`config.mk`:
```
export PLATFORM = sky130hd
export DESIGN_NAME = csp_leaf_endpoint
export DESIGN_NICKNAME = d
export VERILOG_FILES = /design/src/rtl/csp_ep_pkg.sv /design/src/rtl/csp_sync_bit.sv /design/src/rtl/csp_leaf_endpoint.sv
export SDC_FILE = /design/constraint.sdc
export NUM_CORES = 1
export LEC_CHECK = 0
export BUFFER_PORTS_ARGS = -buffer_cell sky130_fd_sc_hd__buf_2
export CAP_MARGIN = 15
export CORE_UTILIZATION = 38
export DETAILED_ROUTE_END_ITERATION = 10
export GPL_TIMING_DRIVEN = 0
export SLEW_MARGIN = 20
export SYNTH_ARGS = -nofsm -noshare
export SYNTH_HDL_FRONTEND = slang
export SYNTH_SLANG_ARGS = --single-unit
```
`constraint.sdc`:
```
create_clock -name clk -period 4.9 [get_ports clk]
set_input_delay 0.49 -clock clk [delete_from_list [all_inputs] [get_ports clk]]
set_output_delay 0.49 -clock clk [all_outputs]
set_load 0.05 [all_outputs]
```
`src/rtl/csp_ep_pkg.sv`:
```
// Shared definitions for the CSP leaf endpoint: packet geometry defaults, FSM encodings, counter widths.
package csp_ep_pkg;

    localparam int unsigned PKT_WIDTH  = 11;
    localparam int unsigned PKT_ADDR_W = 3;
    localparam int unsigned TX_CNT_W   = 16;
    localparam int unsigned RX_CNT_W   = 16;
    localparam int unsigned MIS_CNT_W  = 8;

    typedef enum logic [1:0] {
        T_IDLE = 2'd0,
        T_REQ  = 2'd1,
        T_RTZ  = 2'd2
    } tx_state_t;

    typedef enum logic {
        R_IDLE = 1'b0,
        R_ACK  = 1'b1
    } rx_state_t;

endpackage

```
`src/rtl/csp_sync_bit.sv`:
```
// Multi-flop synchroniser for one asynchronous handshake wire.
module csp_sync_bit #(
    parameter int unsigned STAGES = 2
) (
    input  logic clk,
    input  logic reset,
    input  logic d,
    output logic q
);

    logic [STAGES-1:0] chain;

    always_ff @(posedge clk) begin
        if (!reset) chain <= '0;
        else        chain <= {chain[STAGES-2:0], d};
    end

    assign q = chain[STAGES-1];

endmodule

```
`src/rtl/csp_leaf_endpoint.sv`:
```
// Leaf network interface: host TX FIFO into a 4-phase bundled-data transmitter,
// 4-phase receiver into a one-entry host buffer, plus traffic/misroute counters.
module csp_leaf_endpoint
    import csp_ep_pkg::*;
#(
    parameter int unsigned WIDTH       = PKT_WIDTH,
    parameter int unsigned ADDR_W      = PKT_ADDR_W,
    parameter int unsigned MY_ADDR     = 0,
    parameter int unsigned FIFO_DEPTH  = 4,
    parameter int unsigned SYNC_STAGES = 2
) (
    input  logic                 clk,
    input  logic                 reset,
    input  logic [WIDTH-1:0]     host_tx_data,
    input  logic                 host_tx_valid,
    output logic                 host_tx_ready,
    output logic [WIDTH-1:0]     host_rx_data,
    output logic                 host_rx_valid,
    input  logic                 host_rx_ready,
    output logic [WIDTH-1:0]     net_tx_data,
    output logic                 net_tx_req,
    input  logic                 net_tx_ack,
    input  logic [WIDTH-1:0]     net_rx_data,
    input  logic                 net_rx_req,
    output logic                 net_rx_ack,
    output logic [TX_CNT_W-1:0]  tx_count,
    output logic [RX_CNT_W-1:0]  rx_count,
    output logic [MIS_CNT_W-1:0] misroute_count
);

    localparam int unsigned PTR_W  = $clog2(FIFO_DEPTH);
    localparam int unsigned FILL_W = $clog2(FIFO_DEPTH + 1);

    logic             ack_sync;
    logic             req_sync;
    logic [WIDTH-1:0] mem [FIFO_DEPTH];
    logic [PTR_W-1:0] wr_ptr;
    logic [PTR_W-1:0] rd_ptr;
    logic [FILL_W-1:0] fill;
    logic             push;
    logic             pop;
    logic             rx_free;
    logic             rx_drain;
    logic [ADDR_W-1:0] rx_dest;
    tx_state_t        tx_state;
    rx_state_t        rx_state;

    csp_sync_bit #(.STAGES(SYNC_STAGES)) u_ack_sync (
        .clk   (clk),
        .reset (reset),
        .d     (net_tx_ack),
        .q     (ack_sync)
    );

    csp_sync_bit #(.STAGES(SYNC_STAGES)) u_req_sync (
        .clk   (clk),
        .reset (reset),
        .d     (net_rx_req),
        .q     (req_sync)
    );

    assign host_tx_ready = (fill != FILL_W'(FIFO_DEPTH));
    assign push          = host_tx_valid && host_tx_ready;
    assign pop           = (tx_state == T_IDLE) && (fill != '0);
    assign rx_drain      = host_rx_valid && host_rx_ready;
    assign rx_free       = !host_rx_valid || host_rx_ready;
    assign rx_dest       = net_rx_data[WIDTH-1 -: ADDR_W];

    // FIFO storage is not reset; only pointers and fill define validity.
    always_ff @(posedge clk) begin
        if (push) mem[wr_ptr] <= host_tx_data;
    end

    always_ff @(posedge clk) begin
        if (!reset) begin
            wr_ptr <= '0;
            rd_ptr <= '0;
            fill   <= '0;
        end else begin
            if (push) wr_ptr <= wr_ptr + PTR_W'(1);
            if (pop)  rd_ptr <= rd_ptr + PTR_W'(1);
            if (push && !pop)      fill <= fill + FILL_W'(1);
            else if (pop && !push) fill <= fill - FILL_W'(1);
        end
    end

    // Transmitter: data is loaded with req and held until the ack has returned to zero.
    always_ff @(posedge clk) begin
        if (!reset) begin
            tx_state    <= T_IDLE;
            net_tx_req  <= 1'b0;
            net_tx_data <= '0;
            tx_count    <= '0;
        end else begin
            case (tx_state)
                T_IDLE: if (pop) begin
                    net_tx_data <= mem[rd_ptr];
                    net_tx_req  <= 1'b1;
                    tx_state    <= T_REQ;
                end
                T_REQ: if (ack_sync) begin
                    net_tx_req <= 1'b0;
                    tx_state   <= T_RTZ;
                end
                T_RTZ: if (!ack_sync) begin
                    tx_count <= tx_count + TX_CNT_W'(1);
                    tx_state <= T_IDLE;
                end
                default: tx_state <= T_IDLE;
            endcase
        end
    end

    // Receiver: ack is withheld while the host buffer is occupied, so nothing is dropped.
    always_ff @(posedge clk) begin
        if (!reset) begin
            rx_state       <= R_IDLE;
            net_rx_ack     <= 1'b0;
            host_rx_valid  <= 1'b0;
            host_rx_data   <= '0;
            rx_count       <= '0;
            misroute_count <= '0;
        end else begin
            if (rx_drain) host_rx_valid <= 1'b0;
            case (rx_state)
                R_IDLE: if (req_sync && rx_free) begin
                    host_rx_data  <= net_rx_data;
                    host_rx_valid <= 1'b1;
                    net_rx_ack    <= 1'b1;
                    rx_state      <= R_ACK;
                    rx_count      <= rx_count + RX_CNT_W'(1);
                    if (rx_dest != ADDR_W'(MY_ADDR) && misroute_count != '1)
                        misroute_count <= misroute_count + MIS_CNT_W'(1);
                end
                R_ACK: if (!req_sync) begin
                    net_rx_ack <= 1'b0;
                    rx_state   <= R_IDLE;
                end
                default: rx_state <= R_IDLE;
            endcase
        end
    end

endmodule

```
==> impl_metrics.csv <==
group,metric,value,unit
clock_network,clock_tree_from_tritoncts,"done",
grt,grt_max_degree,17,
die,die_area,13300,sq um
hold_path,hold_path.startpoint,"net_rx_req",
cells_and_area,number_of_fill_cells_in_the_layout,1168,
detailed_routing,dr.pass1.iters,4,
yosys,synth_top_cell_by_area,"sky130_fd_sc_hd__dfxtp_1",
die,starting_density_of_the_core,38.9,%
placed_design,portBuffers,93,
timing,fin_crit_sh,58.8,%
cells_and_area,net_total_in_the_final_layout,590,
yosys,yosysWarnings,0,
grt,grt_overflow,0,
timing,setup-violations-final,0,
detailed_routing,detail_route.wirelength,10.8,mm
yosys,synth.most_common_cell,"sky130_fd_sc_hd__dfxtp_1",
timing,timing_worst_slew_pin_value,0.977,ns
yosys,synth.net_count,478,
yosys,netlist-cell-type-count,39,
clock_network,ctsRootBufferMaster,"sky130_fd_sc_hd__clkbuf_16",
detailed_routing,routedWlPerCell,14.6,microns
power_and_ir_drop,power.clock.fraction,40.1,%
power_and_ir_drop,p_int,2.08,mW
grt,gr-usage-all-layers,17.2,%
die,floorplan.core_area,12600,sq um
power_and_ir_drop,total_power,3.04,mW
worst_setup_path,timing.critical_path.fanout_max,10,
clock_network,h_tree_depth_reported_by_cts,4,
hold_path,hold_path_class,"input pin to flop",
worst_setup_path,crit_type,"flop to flop",
timing,finalMaxSlewViolations,0,
clock_network,post_cts_setup_buffer_count,0,
die,rows,41,
clock_network,clockBufferDepth,2,
yosys,post_synth.cell_area_avg,11.1,sq um
timing,finalWorstPathRequiredPeriod,2.88,ns
worst_setup_path,worstSetupStartpointType,"flop",
yosys,number_of_synthesized_flops_with_an_enable_pin,44,
worst_setup_path,setup.worst_path.start,"fill[0]$_SDFFE_PN0P_",
yosys,syn_area,4890,sq um
grt,grt_first_pass_wirelength,17.0,mm
placed_design,finalWeightedCongestion,0.803,
power_and_ir_drop,sw_frac_of_total,31.7,%
cells_and_area,flow.area_growth_from_synthesis,25.8,%
power_and_ir_drop,leakage,2.35,nW
power_and_ir_drop,vdd_drop_max,0.000486,V
worst_setup_path,reg2reg_from,"fill[0]$_SDFFE_PN0P_",
clock_network,clkLatencyLatePin,0.42,ns
yosys,share_of_async_settable_or_async_resettable_flops_after_synthesis,0,%
detailed_routing,vias,3655,
detailed_routing,dr_vias_cell,4.95,
yosys,synth-seq-area-share,59.3,%
cells_and_area,post_route_cells_drive_above_1_share,25.4,%
detailed_routing,first_iter_violations,247,
grt,grt_antenna_before_repair,0,
yosys,synth.top_cell.area_share,32.3,%
yosys,synth_cells,441,
worst_setup_path,timing.critical_path.to_type,"flop",
clock_network,clk_transition_reported_paths,0.06,ns
outcome,status,"finished clean",
power_and_ir_drop,power_switching,0.964,mW
timing,highest_achievable_clock_rate,347,MHz
placed_design,hpwlAfterDp,7.46,mm
cells_and_area,antenna_cells_inserted,0,
timing,rsz0062_at_grt,"false",
timing,worst_clock_skew,0.00932,ns
clock_network,cts.repair.resized,0,
detailed_routing,drtAntennaViolNets,0,
clock_network,post_cts_hold_buffer_count,0,
die,pin_count,94,
detailed_routing,drc,0,
grt,vias_in_the_first_global_route,3425,
worst_setup_path,critPathRequiredTime,5.24,ns
job,count_of_maximum_capacitance_violations,0,
power_and_ir_drop,power_per_cell_area,494,nW/um^2
yosys,synth_seq_cells,123,
yosys,yosys-top-cells-area,"sky130_fd_sc_hd__dfxtp_1 (32%), sky130_fd_sc_hd__edfxtp_1 (27%), sky130_fd_sc_hd__mux4_2 (5.1%), sky130_fd_sc_hd__a21oi_1 (4.9%), sky130_fd_sc_hd__nand2_1 (4.9%)",
die,die_width,115,microns
clock_network,clkSinkCount,123,
timing,finalHoldWorstSlack,0.274,ns
placed_design,dp_cells,706,
power_and_ir_drop,share_comb_of_total_power,19.6,%
clock_network,tritoncts.num_buffers,17,
yosys,synth_commonest_cells,"sky130_fd_sc_hd__dfxtp_1 (79), sky130_fd_sc_hd__nand2_1 (64), sky130_fd_sc_hd__a21oi_1 (48), sky130_fd_sc_hd__edfxtp_1 (44), sky130_fd_sc_hd__nor2_1 (25)",
timing,finalSetupTns,0,ns
cells_and_area,finalNonFillerCells,738,
timing,maxSlewHeadroom,34.1,%
power_and_ir_drop,power.share.sequential,40.3,%
worst_setup_path,worst-endpoint-arrival,3.23,ns
yosys,postSynth.topFlopCell,"sky130_fd_sc_hd__dfxtp_1",
timing,hold_viol,0,
die,die_y,115,microns
## layer usage
metal | track usage, % | vias up | share of wire, %
met5 | 0 | - | 0
met4 | 8.92 | 0 | 2.0
met1 | 21.1 | 1735 | 45
met2 | 27.1 | 70 | 48
met3 | 5.70 | 19 | 4.3
li1 | - | 1831 | -
## stage by stage
| stage | utilization (%) | area, sq um | setup slack (ns) |
|---|---|---|---|
| global route | 49.0 | 6150 | 1.78 |
| CTS | 49.0 | 6150 | 1.97 |
| finish | 49.0 | 6150 | 2.02 |
| global placement | 44.3 | 5570 | 2.05 |
| detailed placement | 44.3 | 5570 | 1.99 |
| floorplan | - | 4890 | 2.54 |
## power by group through the flow
stage | clock network (mW) | logic [mW] | registers (mW)
CTS | 1.24 | 0.608 | 1.23
finish | 1.22 | 0.596 | 1.23
floorplan | 0 | 0.309 | 1.38
global placement | 0 | 0.597 | 1.24
global route | 1.29 | 0.652 | 1.24
detailed placement | 0 | 0.606 | 1.25
## cells by family after synthesis
logic type                 after synthesis  synth area share [%]
and+or+nand+nor                        166                  17.0
DFF                                    123                  59.3
AOI/OAI and AO/OA                       75                  8.70
buffers and inverters                   31                  2.63
xor gates and xnor gates                21                  3.76
muxes                                   16                  6.09
adders and majority gates                9                  2.46
## worst paths after layout
path / cells after the start / slack, ns / to
max: 10 / 2.02 / fill[2]$_SDFFE_PN0P_
min reg2reg: 1 / 0.43 / u_req_sync.chain[1]$_SDFF_PN0_
min: 2 / 0.27 / u_req_sync.chain[0]$_SDFF_PN0_
max reg2reg: 10 / 2.02 / fill[2]$_SDFFE_PN0P_
## critical path: stages (launching register included)
cell	delay (ns)
sky130_fd_sc_hd__dfxtp_1	0.35
sky130_fd_sc_hd__nor3_1	0.31
sky130_fd_sc_hd__nor3_1	0.16
sky130_fd_sc_hd__inv_1	0.17
sky130_fd_sc_hd__clkbuf_1	0.50
sky130_fd_sc_hd__ha_1	0.29
sky130_fd_sc_hd__inv_1	0.06
sky130_fd_sc_hd__fa_1	0.37
sky130_fd_sc_hd__xor2_1	0.16
sky130_fd_sc_hd__or3_1	0.30
sky130_fd_sc_hd__a21oi_1	0.13
## registers in the layout (all words and copies together) (netlist names), 2 cells and up
register and cells:
tx_count 16, tx_state 2, rx_count 16, wr_ptr 2, u_ack_sync.chain 2, misroute_count 8
fill 3, mem 44, host_rx_data 11, net_tx_data 11, rd_ptr 2, u_req_sync.chain 2
## layout make-up
class                           instances  area [sq um]  share of cell area (%)
Buffer                                 22          95.1                    1.55
Clock buffer                           17           425                    6.91
Clock inverter                         15           156                    2.54
Inverter                                9          33.8                   0.549
Multi-Input combinational cell        287          1860                    30.2
Sequential cell                       123          2900                    47.2
Tap cell                              172           215                    3.50
Timing Repair Buffer                   93           465                    7.56
## cell usage in the layout, fill, tap and decap left out, types with 9 or more instances in the layout
cell type,Yosys,layout
sky130_fd_sc_hd__xnor2_1,9,9
sky130_fd_sc_hd__nand2_1,64,64
sky130_fd_sc_hd__a21oi_1,48,48
sky130_fd_sc_hd__xor2_1,12,12
sky130_fd_sc_hd__clkbuf_1,16,16
sky130_fd_sc_hd__or4_1,11,11
sky130_fd_sc_hd__edfxtp_1,44,44
sky130_fd_sc_hd__or3_1,10,10
sky130_fd_sc_hd__o31ai_1,10,10
sky130_fd_sc_hd__dfxtp_1,79,79
sky130_fd_sc_hd__and2_1,10,10
sky130_fd_sc_hd__o21ai_0,10,10
sky130_fd_sc_hd__nand3_1,13,13
sky130_fd_sc_hd__nor2_1,25,25
sky130_fd_sc_hd__clkbuf_16,0,17
sky130_fd_sc_hd__mux4_2,11,11
sky130_fd_sc_hd__buf_2,4,97
(Power assumes the default switching activity.)
